<file path="config.mk">
export PLATFORM = sky130hd
export DESIGN_NAME = pipeline_run_ctrl_flat
export DESIGN_NICKNAME = d
export VERILOG_FILES = /design/src/rtl/pipeline_run_ctrl_if.sv /design/src/rtl/pipeline_run_ctrl.sv /design/src/flat_wrapper.sv
export SDC_FILE = /design/constraint.sdc
export NUM_CORES = 1
export LEC_CHECK = 0
export ABC_AREA = 1
export CAP_MARGIN = 40
export CORE_MARGIN = 2
export CORE_UTILIZATION = 30
export DETAILED_ROUTE_END_ITERATION = 10
export PLACE_DENSITY = 0.54
export REMOVE_ABC_BUFFERS = 1
export SLEW_MARGIN = 15
export SYNTH_ARGS = -nofsm -noshare
export SYNTH_HDL_FRONTEND = slang
export SYNTH_SLANG_ARGS = --single-unit
export TNS_END_PERCENT = 10
</file>
<file path="constraint.sdc">
create_clock -name clk -period 4.4 [get_ports clk]
set_clock_uncertainty 0.1 [all_clocks]
set_input_delay 1.1 -clock clk [delete_from_list [all_inputs] [get_ports clk]]
set_output_delay 1.1 -clock clk [all_outputs]
set_load 0.02 [all_outputs]
</file>
<file path="src/rtl/pipeline_run_ctrl_if.sv">
// Run-controller bus: retirement stream from the core in, sequencing and
// status out. The master side is the run controller, the slave side is the
// core/top-level that feeds retirements and consumes status.
interface pipeline_run_ctrl_if #(
  parameter int CNT_W = 32
);
  logic             core_rst;
  logic             retire_valid;
  logic [31:0]      retire_pc;
  logic [31:0]      retire_instr;
  logic [31:0]      a0_value;
  logic             running;
  logic             done;
  logic             pass;
  logic             timeout;
  logic [CNT_W-1:0] cycle_count;
  logic [CNT_W-1:0] instret_count;
  logic [31:0]      halt_pc;

  modport master (
    input  retire_valid, retire_pc, retire_instr, a0_value,
    output core_rst, running, done, pass, timeout,
           cycle_count, instret_count, halt_pc
  );

  modport slave (
    output retire_valid, retire_pc, retire_instr, a0_value,
    input  core_rst, running, done, pass, timeout,
           cycle_count, instret_count, halt_pc
  );
endinterface

</file>
<file path="src/rtl/pipeline_run_ctrl.sv">
// Run controller for the 5-stage core: holds the core in reset, runs it
// while counting cycles/retirements, detects program end (ECALL/EBREAK or
// a jump-to-self loop) or timeout, drains, then freezes and reports.
module pipeline_run_ctrl #(
  parameter int RST_CYCLES      = 4,
  parameter int MAX_CYCLES      = 250,
  parameter int DRAIN_CYCLES    = 4,
  parameter int SELF_LOOP_LIMIT = 3,
  parameter int CNT_W           = 32
) (
  input  logic               clk,
  input  logic               rst,
  pipeline_run_ctrl_if.master bus
);
  localparam int HW = (RST_CYCLES > 1) ? $clog2(RST_CYCLES) : 1;
  localparam int DW = (DRAIN_CYCLES > 0) ? $clog2(DRAIN_CYCLES + 1) : 1;
  localparam int LW = $clog2(SELF_LOOP_LIMIT + 1);

  localparam logic [31:0]      INSTR_ECALL  = 32'h0000_0073;
  localparam logic [31:0]      INSTR_EBREAK = 32'h0010_0073;
  localparam logic [CNT_W-1:0] CNT_SAT      = '1;
  localparam logic [CNT_W-1:0] CYC_LAST     = CNT_W'(MAX_CYCLES - 1);
  localparam logic [HW-1:0]    HOLD_LAST    = HW'(RST_CYCLES - 1);
  localparam logic [DW-1:0]    DRAIN_LAST   = DW'(DRAIN_CYCLES);
  localparam logic [LW-1:0]    LOOP_LIMIT   = LW'(SELF_LOOP_LIMIT);

  typedef enum logic [1:0] {HOLD, RUN, DRAIN, DONE} state_t;

  state_t           state;
  logic [HW-1:0]    hold_cnt;
  logic [DW-1:0]    drain_cnt;
  logic [LW-1:0]    loop_cnt;
  logic [31:0]      last_pc;
  logic             halt_ok;     // halt was ECALL/EBREAK with a0 == 0

  logic             core_rst_q, running_q, done_q, pass_q, timeout_q;
  logic [CNT_W-1:0] cycle_q, instret_q;
  logic [31:0]      halt_pc_q;

  logic             is_sys, same_pc, loop_halt, halt, tmo;
  logic [LW-1:0]    loop_nxt;

  // Halt / timeout detection for the current RUN cycle
  always_comb begin
    is_sys    = (bus.retire_instr == INSTR_ECALL) || (bus.retire_instr == INSTR_EBREAK);
    // loop_cnt == 0 means no retirement seen yet in this run
    same_pc   = (loop_cnt != '0) && (bus.retire_pc == last_pc);
    loop_nxt  = LW'(1);
    if (same_pc)
      loop_nxt = (loop_cnt == LOOP_LIMIT) ? loop_cnt : loop_cnt + 1'b1;
    loop_halt = (loop_nxt == LOOP_LIMIT);
    halt      = (state == RUN) && bus.retire_valid && (is_sys || loop_halt);
    // a halt on the last budgeted cycle takes priority over the timeout
    tmo       = (state == RUN) && !halt && (cycle_q == CYC_LAST);
  end

  // Sequencer FSM with registered outputs
  always_ff @(posedge clk) begin
    if (rst) begin
      state      <= HOLD;
      hold_cnt   <= '0;
      drain_cnt  <= '0;
      loop_cnt   <= '0;
      last_pc    <= '0;
      halt_ok    <= 1'b0;
      core_rst_q <= 1'b1;
      running_q  <= 1'b0;
      done_q     <= 1'b0;
      pass_q     <= 1'b0;
      timeout_q  <= 1'b0;
      cycle_q    <= '0;
      instret_q  <= '0;
      halt_pc_q  <= '0;
    end else begin
      case (state)
        HOLD: begin
          if (hold_cnt == HOLD_LAST) begin
            state      <= RUN;
            core_rst_q <= 1'b0;
            running_q  <= 1'b1;
          end else begin
            hold_cnt <= hold_cnt + 1'b1;
          end
        end
        RUN: begin
          // the halting instruction itself is counted as retired
          if (bus.retire_valid) begin
            loop_cnt <= loop_nxt;
            last_pc  <= bus.retire_pc;
            if (instret_q != CNT_SAT) instret_q <= instret_q + 1'b1;
          end
          if (halt) begin
            state     <= DRAIN;
            running_q <= 1'b0;
            halt_pc_q <= bus.retire_pc;
            // a self-loop halt is always a fail, whatever a0 holds
            halt_ok   <= is_sys && (bus.a0_value == 32'd0);
          end else if (tmo) begin
            state      <= DONE;
            running_q  <= 1'b0;
            core_rst_q <= 1'b1;
            done_q     <= 1'b1;
            timeout_q  <= 1'b1;
          end else if (cycle_q != CNT_SAT) begin
            // cycle_count freezes at the value of the last RUN cycle
            cycle_q <= cycle_q + 1'b1;
          end
        end
        DRAIN: begin
          if (drain_cnt == DRAIN_LAST) begin
            state      <= DONE;
            core_rst_q <= 1'b1;
            done_q     <= 1'b1;
            pass_q     <= halt_ok;
          end else begin
            drain_cnt <= drain_cnt + 1'b1;
          end
        end
        DONE: ;
        default: state <= HOLD;
      endcase
    end
  end

  assign bus.core_rst      = core_rst_q;
  assign bus.running       = running_q;
  assign bus.done          = done_q;
  assign bus.pass          = pass_q;
  assign bus.timeout       = timeout_q;
  assign bus.cycle_count   = cycle_q;
  assign bus.instret_count = instret_q;
  assign bus.halt_pc       = halt_pc_q;
endmodule
</file>
<file path="src/flat_wrapper.sv">
// flat-port wrapper written by rule: the top's interface ports become plain ports
module pipeline_run_ctrl_flat 
#(
  parameter int RST_CYCLES      = 4,
  parameter int MAX_CYCLES      = 250,
  parameter int DRAIN_CYCLES    = 4,
  parameter int SELF_LOOP_LIMIT = 3,
  parameter int CNT_W           = 32
)
  (clk, rst, bus_retire_valid, bus_retire_pc, bus_retire_instr, bus_a0_value, bus_core_rst, bus_running, bus_done, bus_pass, bus_timeout, bus_cycle_count, bus_instret_count, bus_halt_pc);
  pipeline_run_ctrl_if #(.CNT_W(CNT_W)) bus_i ();
  input  logic clk;
  input  logic rst;
  input wire logic [$bits(bus_i.retire_valid)-1:0] bus_retire_valid;
  input wire logic [$bits(bus_i.retire_pc)-1:0] bus_retire_pc;
  input wire logic [$bits(bus_i.retire_instr)-1:0] bus_retire_instr;
  input wire logic [$bits(bus_i.a0_value)-1:0] bus_a0_value;
  output wire logic [$bits(bus_i.core_rst)-1:0] bus_core_rst;
  output wire logic [$bits(bus_i.running)-1:0] bus_running;
  output wire logic [$bits(bus_i.done)-1:0] bus_done;
  output wire logic [$bits(bus_i.pass)-1:0] bus_pass;
  output wire logic [$bits(bus_i.timeout)-1:0] bus_timeout;
  output wire logic [$bits(bus_i.cycle_count)-1:0] bus_cycle_count;
  output wire logic [$bits(bus_i.instret_count)-1:0] bus_instret_count;
  output wire logic [$bits(bus_i.halt_pc)-1:0] bus_halt_pc;
  assign bus_i.retire_valid = bus_retire_valid;
  assign bus_i.retire_pc = bus_retire_pc;
  assign bus_i.retire_instr = bus_retire_instr;
  assign bus_i.a0_value = bus_a0_value;
  assign bus_core_rst = bus_i.core_rst;
  assign bus_running = bus_i.running;
  assign bus_done = bus_i.done;
  assign bus_pass = bus_i.pass;
  assign bus_timeout = bus_i.timeout;
  assign bus_cycle_count = bus_i.cycle_count;
  assign bus_instret_count = bus_i.instret_count;
  assign bus_halt_pc = bus_i.halt_pc;
  pipeline_run_ctrl #(.RST_CYCLES(RST_CYCLES), .MAX_CYCLES(MAX_CYCLES), .DRAIN_CYCLES(DRAIN_CYCLES), .SELF_LOOP_LIMIT(SELF_LOOP_LIMIT), .CNT_W(CNT_W)) u_core (.clk(clk), .rst(rst), .bus(bus_i));
endmodule
</file>
==> metrics <==
CP arrival=3.36 ns; starting density of the core=0.307; hold path start=u_core.bus.pass; TritonCTS clock tree=yes; Fillers=around 2,700; Tcrit/Tclk final=0.706; Crit. End Element=flop; DPL Wire Length=17.9 mm; H-tree levels=4; Post-CTS Repair Setup Buffers=0; dpl ws=0.842 ns; pin count of the biggest net entering global routing=between 60 and 70; Leak Pwr=3.99 nW; Resize count post-CTS=0; Compound-Gate Fraction of Synth Area=0.145; Inserted Clock Buffers=17; synth unique cells=33; Synth Register Bits=between 100 and 150; final setup vio count=0; Top-Level Pins=200; unrepaired setup endpoints after global routing=no; Worst-path clk slew=roughly 0.06 ns; Synth Area in Adders=0.0161; status=complete, no violations; Crit path top cell by count=nand2_1; Worst Setup SP=bus_retire_pc[8]; Critical Path RT=between 4 and 5 ns; top post-synthesis cells by area=dfxtp_1 37%, nand2_1 15%, a21oi_1 8.8%; GP Congestion=between 0.8 and 0.9; clk_lat worst skew=0.42 ns; Worst Hold Class=flop to flop; TNS Setup=0 ns; xor and xnor area share after synthesis=0.0780; via/cell ratio=between 4 and 5; Final min period=3.11 ns; Slew Limit Fails=0; cts hold-fix bufs=0; share of cells above drive strength 1=0.0399; DRT Pass-1 Iters=5; Synth top area share=0.369; Routed WL per cell=14.2 um; final non-filler cell total=1,686; final wirelength=23.9 mm; synthesis warning total=0; vias in the first global route=around 7,700; area of the mapped netlist=just under 0.008 mm^2; Hold Vio Cnt, Final=0; GRT Resource Usage Total=0.181; Longest Clk Path Bufs=2; PwrDens=349 mW/mm^2; CP Class=input pin to flop; first-pass GRT wire length=around 39 mm; Core Region=0.0253 mm^2; slew margin rel.=0.529; # nets final=1,451; die width=165 um; DR DRC count=0; largest family of logic cells by synthesized area=simple AND/OR/NAND/NOR gates; Cells after Synth=1,158; most frequent cells in the layout=304 x nand2_1, 197 x clkdlybuf4s50_1, 143 x dfxtp_1; Area Overhead vs Synth=37.2%; Final WS setup=roughly 1.3 ns; total grt overflow=0; CP Cell Sequence=clkdlybuf4s50_1, inv_1, nand2_1, nand2_1, nor2_1, nand2_1, nor2_1, nand2_1, nor2_1, nand3_1, nand2_2, buf_4, o21ai_0, a21oi_1; Critical Path Max Stage Delay=0.51 ns; vias=~8,000; reg-to-reg startpoint=u_core.state[1]; number of I/O port buffers=198; worst-margin pin slew=around 0.71 ns; leading cell type in the layout, fill and taps excluded=nand2_1; syn_area_per_cell=6.69 um^2; CTS sink cnt=143; crit path max fanout=41; sequential fraction of the synthesis area=0.369; Placed Cells=1,653; Root Driver=clkbuf_16; mux cell area share after synthesis=0; Yosys top cell by area=dfxtp_1; Critical Path Source Type=input pin; Critical Path Slowest Stage Cell=clkdlybuf4s50_1; simple-gate share of the synthesized area=0.308; fmax=322 MHz; Worst VDD drop=0.000198 V; initial antenna violation count=1; max_cap viols=0; row count=58; DIE HEIGHT=165 um; 1st-iter DRT viols=464; ANT nets after route=0; die area=approximately 0.027 mm^2
-- logic make-up after synthesis --
logic type / count (synthesis)
buffers and inverters: 163
DFF: 143
and+or+nand+nor: 550
adders and majority gates: 10
xor gates and xnor gates: 69
AOI/OAI and AO/OA: 223
-- metrics by stage --
| step | hold slack, ns | power [mW] | instance area [um^2] | util |
|---|---|---|---|---|
| 4_1_cts | 0.354 | 3.77 | 10600 | 0.421 |
| 3_3_place_gp | 0.335 | 2.20 | 10000 | 0.397 |
| 2_1_floorplan | 0.339 | 1.92 | 7560 | - |
| 6_report | 0.353 | 3.71 | 10600 | 0.421 |
| 5_1_grt | 0.385 | 3.92 | 10600 | 0.421 |
| 3_5_place_dp | 0.344 | 2.21 | 10000 | 0.397 |
-- cell usage after synthesis --
| cell type | count |
|---|---|
| nand3_2 | 3 |
| xnor2_1 | 18 |
| nand3b_1 | 2 |
| dfxtp_1 | 143 |
| nor4_2 | 1 |
| inv_2 | 3 |
| o221ai_1 | 1 |
| nand4_2 | 1 |
| nor4_1 | 36 |
| xor2_1 | 51 |
| inv_1 | 117 |
| nor2_2 | 2 |
| and3_1 | 1 |
| o21a_1 | 1 |
| buf_6 | 3 |
| o21ai_0 | 82 |
| nor2b_1 | 1 |
| nand3_1 | 28 |
| buf_2 | 12 |
| nand4_4 | 1 |
| nor2_1 | 104 |
| a31oi_1 | 1 |
| nand2_1 | 305 |
| nand4_1 | 21 |
| a21oi_1 | 137 |
| nor3_1 | 40 |
| nor3_4 | 1 |
| or2_2 | 1 |
| and2_1 | 2 |
| clkinv_1 | 1 |
| clkbuf_1 | 27 |
| a21boi_0 | 1 |
| ha_1 | 10 |
-- sequential cells by signal, summed over array words and instances (netlist names), 2 cells and up --
| name | flops |
|---|---|
| u_core.bus.cycle_count | 32 |
| u_core.bus.halt_pc | 32 |
| u_core.bus.instret_count | 32 |
| u_core.last_pc | 32 |
| u_core.drain_cnt | 3 |
| u_core.hold_cnt | 2 |
| u_core.loop_cnt | 2 |
| u_core.state | 2 |
-- layer usage --
layer | vias to the layer above | track usage | wire (um)
met5 | - | 0 | 13
met4 | 2 | 0.0494 | 380
met3 | 25 | 0.0505 | 1570
met2 | 224 | 0.291 | 10900
met1 | 3588 | 0.238 | 11100
li1 | 4157 | - | -
-- path summary, 6_finish.rpt --
kind | to | depth (start not counted) | slack (ns)
setup / recovery | u_core.bus.halt_pc[3] | 14 | 1.29
hold / removal | u_core.bus.pass | 2 | 0.35
setup reg to reg | u_core.bus.cycle_count[1] | 16 | 1.90
hold reg to reg | u_core.bus.pass | 2 | 0.35
-- worst max-delay path: cells and delay by family --
kind / cells / cell delay [ns]
AO/OA/AOI/OAI: 2 / 0.27
buffers and inverters: 3 / 0.97
AND/OR/NAND/NOR: 9 / 1.01
-- power by group --
part           internal, mW  total (mW)  leakage, nW  switching, mW
sequential             1.40        1.47         1.16         0.0682
clock                 0.961        1.54        0.297          0.578
combinational         0.285       0.706         2.54          0.422
total                  2.65        3.71         3.99           1.07
-- layout make-up --
type                       count  area, um^2  area share
antenna                        1        2.50    0.000235
clock buffer                  21         450      0.0424
clock inverter                11         164      0.0154
inverter                     121         454      0.0427
multi-input combinational    852        4240       0.399
sequential                   143        2860       0.269
tap                          330         413      0.0388
timing repair buffer         207        2040       0.192
Power figures use the tool's default switching activity.
